## src/rtl/vpm_pkg.sv

```systemverilog
// Shared types and constants for the VPM ingress stage.
// Occupancy encoding plus a helper that derives it from the two entry-valid bits.
package vpm_pkg;

  typedef logic [1:0] vpm_occ_t;

  localparam vpm_occ_t VPM_OCC_EMPTY = 2'd0;
  localparam vpm_occ_t VPM_OCC_FULL1 = 2'd1;
  localparam vpm_occ_t VPM_OCC_FULL2 = 2'd2;

  function automatic vpm_occ_t vpm_occ(input logic main_valid, input logic skid_valid);
    return vpm_occ_t'({1'b0, main_valid}) + vpm_occ_t'({1'b0, skid_valid});
  endfunction

endpackage

```

## src/rtl/vpm_sat_counter.sv

```systemverilog
// Saturating up-counter with a small per-cycle increment (0..3) and synchronous clear.
// Sticks at all-ones instead of wrapping.
module vpm_sat_counter #(
  parameter int unsigned WIDTH = 8
) (
  input  logic             clk,
  input  logic             rst_n,
  input  logic             clr,
  input  logic [1:0]       inc,
  output logic [WIDTH-1:0] cnt
);

  localparam logic [WIDTH-1:0] CntMax = {WIDTH{1'b1}};

  logic [WIDTH-1:0] cnt_q, cnt_d;
  logic [WIDTH+1:0] sum;

  always_comb begin
    sum   = {2'b00, cnt_q} + {{WIDTH{1'b0}}, inc};
    cnt_d = cnt_q;
    if (clr) begin
      cnt_d = '0;
    end else if (sum > {2'b00, CntMax}) begin
      cnt_d = CntMax;
    end else begin
      cnt_d = sum[WIDTH-1:0];
    end
  end

  always_ff @(posedge clk or negedge rst_n) begin
    if (!rst_n) begin
      cnt_q <= '0;
    end else begin
      cnt_q <= cnt_d;
    end
  end

  assign cnt = cnt_q;

endmodule

```

## src/rtl/vpm_ingress_stage.sv

```systemverilog
// Two-entry skid buffer in front of VPM stage I, with registered in_ready,
// active-low synchronous flush and a saturating count of words discarded by flush.
module vpm_ingress_stage
  import vpm_pkg::*;
#(
  parameter int unsigned DATA_WIDTH = 8,
  parameter int unsigned CNT_WIDTH  = 8
) (
  input  logic                  clk,
  input  logic                  rst_n,
  input  logic                  in_valid,
  output logic                  in_ready,
  input  logic [DATA_WIDTH-1:0] in_data,
  output logic                  out_valid,
  input  logic                  out_ready,
  output logic [DATA_WIDTH-1:0] out_data,
  input  logic                  flush_n,
  output logic [1:0]            occupancy,
  output logic [CNT_WIDTH-1:0]  flush_cnt
);

  logic                  main_valid_q, main_valid_d;
  logic [DATA_WIDTH-1:0] main_data_q, main_data_d;
  logic                  skid_valid_q, skid_valid_d;
  logic [DATA_WIDTH-1:0] skid_data_q, skid_data_d;
  logic                  in_ready_q, in_ready_d;
  vpm_occ_t              occ_q, occ_d;

  logic       accept;
  logic       deliver;
  logic [1:0] flush_inc;

  always_comb begin
    accept       = in_valid & in_ready_q;
    deliver      = main_valid_q & out_ready;
    main_valid_d = main_valid_q;
    main_data_d  = main_data_q;
    skid_valid_d = skid_valid_q;
    skid_data_d  = skid_data_q;
    flush_inc    = 2'd0;

    if (!flush_n) begin
      // A word delivered this cycle was consumed by stage I, so it is not counted.
      main_valid_d = 1'b0;
      main_data_d  = '0;
      skid_valid_d = 1'b0;
      skid_data_d  = '0;
      flush_inc    = {1'b0, main_valid_q & ~deliver} + {1'b0, skid_valid_q} + {1'b0, accept};
    end else begin
      case (occ_q)
        VPM_OCC_EMPTY: begin
          if (accept) begin
            main_valid_d = 1'b1;
            main_data_d  = in_data;
          end
        end
        VPM_OCC_FULL1: begin
          if (accept && deliver) begin
            main_data_d = in_data;
          end else if (accept) begin
            skid_valid_d = 1'b1;
            skid_data_d  = in_data;
          end else if (deliver) begin
            main_valid_d = 1'b0;
          end
        end
        VPM_OCC_FULL2: begin
          if (deliver) begin
            main_data_d  = skid_data_q;
            skid_valid_d = 1'b0;
          end
        end
        default: ;
      endcase
    end

    in_ready_d = ~skid_valid_d;
    occ_d      = vpm_occ(main_valid_d, skid_valid_d);
  end

  always_ff @(posedge clk or negedge rst_n) begin
    if (!rst_n) begin
      main_valid_q <= 1'b0;
      main_data_q  <= '0;
      skid_valid_q <= 1'b0;
      skid_data_q  <= '0;
      in_ready_q   <= 1'b1;
      occ_q        <= VPM_OCC_EMPTY;
    end else begin
      main_valid_q <= main_valid_d;
      main_data_q  <= main_data_d;
      skid_valid_q <= skid_valid_d;
      skid_data_q  <= skid_data_d;
      in_ready_q   <= in_ready_d;
      occ_q        <= occ_d;
    end
  end

  vpm_sat_counter #(
    .WIDTH(CNT_WIDTH)
  ) u_flush_cnt (
    .clk  (clk),
    .rst_n(rst_n),
    .clr  (1'b0),
    .inc  (flush_inc),
    .cnt  (flush_cnt)
  );

  assign in_ready  = in_ready_q;
  assign out_valid = main_valid_q;
  assign out_data  = main_data_q;
  assign occupancy = occ_q;

endmodule

```

## config.mk

```make
export PLATFORM = sky130hd
export DESIGN_NAME = vpm_ingress_stage
export DESIGN_NICKNAME = d
export VERILOG_FILES = /design/src/rtl/vpm_pkg.sv /design/src/rtl/vpm_sat_counter.sv /design/src/rtl/vpm_ingress_stage.sv
export SDC_FILE = /design/constraint.sdc
export NUM_CORES = 1
export LEC_CHECK = 0
export ABC_CLOCK_PERIOD_IN_PS = 2800
export BUFFER_PORTS_ARGS = -buffer_cell sky130_fd_sc_hd__clkbuf_2
export CORE_MARGIN = 5
export CORE_UTILIZATION = 33
export DETAILED_ROUTE_END_ITERATION = 10
export PLACE_DENSITY = 0.53
export SLEW_MARGIN = 20
export SYNTH_ARGS = -nofsm -noshare
export SYNTH_HDL_FRONTEND = slang
export SYNTH_SLANG_ARGS = --single-unit
```

## constraint.sdc

```tcl
create_clock -name clk -period 2.8 [get_ports clk]
set_input_delay 0.28 -clock clk [delete_from_list [all_inputs] [get_ports clk]]
set_output_delay 0.28 -clock clk [all_outputs]
set_load 0.005 [all_outputs]
```

==> metrics.md <==
| Metric | Value |
|---|---|
| Max Cap Violations | `0` |
| Critical path type | `reg -> reg` |
| Crit path depth | `8` |
| Slowest CP cell | `dfstp_2` |
| Status | `complete, no violations` |
| CTS sink cnt | `29` |
| Worst-Margin Slew | `0.752 ns` |
| Gr usage total | `12.6%` |
| # rows | `25` |
| Area growth syn-to-layout | `20.0%` |
| First-pass GRT wire length | `6070 um` |
| Inserted Diodes | `0` |
| Worst R2R Start | `in_ready` |
| Worst stage delay on the critical path | `0.56 ns` |
| Setup crit start | `in_ready` |
| Number of port buffers | `32` |
| Vias post-DR | `1265` |
| Reg2Reg Depth | `8` |
| Worst slack at placement | `0.196 ns` |
| Multi-input combinational cell area | `752 um^2` |
| Avg WL per Cell | `15.4 um` |
| Synth Net Count | `163` |
| # setup viols final | `0` |
| TritonCTS Buffers | `5` |
| HP Class | `in -> async` |
| Simple-Gate Fraction of Synth Area | `14.1%` |
| Die H | `78.5 um` |
| Layout filler cell count | `471` |
| Hold_buf cts | `0` |
| Yosys reg bits | `29` |
| CP Data Required Time | `3.00 ns` |
| Setup TNS | `0 ns` |
| Post-CTS setup buffer count | `0` |
| Core area | `4630 um^2` |
| Post-synth cell types | `31` |
| Share of the synthesized area in the top cell type | `45.3%` |
| Number of global-route vias before repair | `1312` |
| Die area | `6160 um^2` |
| RSZ-0062 raised after global routing | `false` |
| Final min period | `2.63 ns` |
| DRT Pass-1 Iters | `4` |
| DRC errors left | `0` |
| Top cells by area, synth | `dfrtp_1, a211oi_2, mux2i_1` |
| Antenna violations before repair | `0` |
| Fin. max-slew vios | `0` |
| Reg clk slew, reported paths | `0.07 ns` |
| Worst Setup End Kind | `flop` |
| Slew margin rel. | `49.9%` |
| Drt total wl | `3590 um` |
| Largest family of logic cells by synthesized area | `compound AO/OA/AOI/OAI gates` |
| Nets | `199` |
| Grt ovf | `0` |
| Antenna Violating Nets Remaining | `0` |
| Initial Util | `33.4%` |
| Synth Instances | `142` |
| Die X | `78.5 um` |
| Largest net degree at the start of global routing | `30` |
| CP Launch Type | `flop` |
| Post-synth top area cell | `dfrtp_1` |
| Static Leak | `0.834 nW` |
| Fmax | `381 MHz` |
| CTS tree | `yes` |
| Share of cells above drive strength 1 | `28.5%` |
| Fin Hold WS | `0.0537 ns` |
| CTS resizes | `0` |
| CTS H-tree lvls | `2` |
| Seq/Total Area, Yosys | `47.0%` |
| Io pins | `33` |
| Top Family by Delay on Critical Path | `adder cells` |
| Maximum vdd drop | `443 uV` |
| Worst setup margin | `0.174 ns` |
| Core Util, Final | `40.1%` |
| Largest fanout on the critical path | `5` |
| Mux share of post-synthesis cell area | `5.17%` |
| CP Data Arrival Time | `2.83 ns` |
| Pwr/cell area | `735 nW/um^2` |
| Synth Area in Compound Gates | `21.9%` |
| RePlAce Congestion | `0.817` |
| Final Hold Viols | `0` |
| Clk_skew | `0.00900 ns` |
| Maximum clock path buffer count | `2` |
| Detailed Place HPWL | `2580 um` |
| Worst path bufs/invs | `0` |
| Syn Std Cell Area | `1550 um^2` |
| Clock Latency Late Sink | `0.28 ns` |
| Seq. cell area | `727 um^2` |
| Synth Area in XOR/XNOR | `0%` |
| Drt first-iter violations | `28` |
| Synthesis Warnings | `0` |
| Post-Synth Adder-Cell Area | `7.44%` |
| Clock Root Buffer | `clkbuf_8` |
| Crit share post-route | `93.8%` |
| CP Cell Sequence | `and2_1 > fa_1 > nor2b_1 > ha_1 > fa_1 > and3_1 > and2_1 > a21oi_1` |
| Vias/cell | `5.43` |
| Mean Syn Cell Area | `10.9 um^2` |
[state kept, by name, indices dropped and copies added, names as in the netlist]
name,count
out_valid,1
skid_data_q,8
u_flush_cnt.cnt,8
out_data,8
occupancy,2
skid_valid_q,1
in_ready,1
[synthesized netlist by cell type]
library cell and n:
and4_1 1, o2bb2ai_1 2, nand3_1 12, buf_2 1, a41oi_1 2, o21ai_0 10, and2_1 3, fa_1 2
a21oi_1 14, or3_1 3, nor2_1 3, nor3_1 1, nand2b_1 3, and2_0 1, mux2i_1 8, dfrtp_1 28
nor2b_1 5, clkbuf_1 1, and3_1 4, nand2_1 2, buf_6 3, a21o_1 1, a31oi_1 11, ha_1 6
a211oi_2 8, clkinv_1 1, o31ai_1 1, buf_8 1, nand4_1 1, dfstp_2 1, inv_1 2
[per-stage QoR]
step                total power [mW]  area, um^2  std cells
floorplan                      0.779        1550        142
global placement               0.915        1740        225
global route                    1.46        1860        233
finish                          1.36        1860        233
CTS                             1.38        1860        233
detailed placement             0.918        1740        225
[cells in the final DEF (no fill, tap or decap)]
master | synthesis | layout
and4_1 | 1 | 1
dfstp_2 | 1 | 1
a31oi_1 | 11 | 11
and3_1 | 4 | 4
nand3_1 | 12 | 12
o2bb2ai_1 | 2 | 2
buf_4 | 0 | 3
ha_1 | 6 | 6
clkbuf_8 | 0 | 6
dfrtp_1 | 28 | 28
a211oi_2 | 8 | 8
nand4_1 | 1 | 1
nor2_1 | 3 | 3
bufinv_16 | 0 | 1
nand2b_1 | 3 | 3
and2_0 | 1 | 1
and2_1 | 3 | 3
fa_1 | 2 | 2
inv_1 | 2 | 2
mux2i_1 | 8 | 8
nor2b_1 | 5 | 5
clkbuf_2 | 0 | 32
a21oi_1 | 14 | 14
a21o_1 | 1 | 1
nor3_1 | 1 | 1
o31ai_1 | 1 | 1
clkbuf_1 | 1 | 1
clkinv_1 | 1 | 1
o21ai_0 | 10 | 10
or3_1 | 3 | 3
a41oi_1 | 2 | 2
nand2_1 | 2 | 2
[report_power, final]
group	internal, mW	switching (mW)
logic	0.157	0.183
registers	0.494	0.0749
clock network	0.290	0.165
total	0.941	0.423
[cell families (layout without fill, tap and decap cells)]
group	after synthesis	count (layout)
buffers and inverters	9	46
adders and majority gates	8	8
and+or+nand+nor	39	39
AOI/OAI and AO/OA	49	49
DFF	29	29
muxes	8	8
[routing by layer]
metal / GRT usage (%) / up-vias / share of wire, %
met5: 0 / - / 0
met4: 5.94 / 0 / 1.6
met3: 5.16 / 7 / 7.1
met2: 20.2 / 31 / 47
met1: 14.5 / 627 / 44
li1: - / 600 / -
[final timing paths]
kind	slack [ns]	endpoint
setup / recovery	0.17	u_flush_cnt.cnt[4]
hold / removal	0.05	occupancy[0]
setup reg to reg	0.17	u_flush_cnt.cnt[4]
hold reg to reg	0.54	skid_data_q[7]
max in group asynchronous	2.27	u_flush_cnt.cnt[4]
min in group clk	0.23	skid_data_q[2]
[final cells by class]
type | count | area share, %
tap | 54 | 3.64
clock inverter | 1 | 1.62
sequential | 29 | 39.2
timing repair buffer | 35 | 9.84
clock buffer | 7 | 4.65
multi-input combinational | 104 | 40.5
inverter | 3 | 0.606
Note: power is estimated with default switching activity, not from simulation.
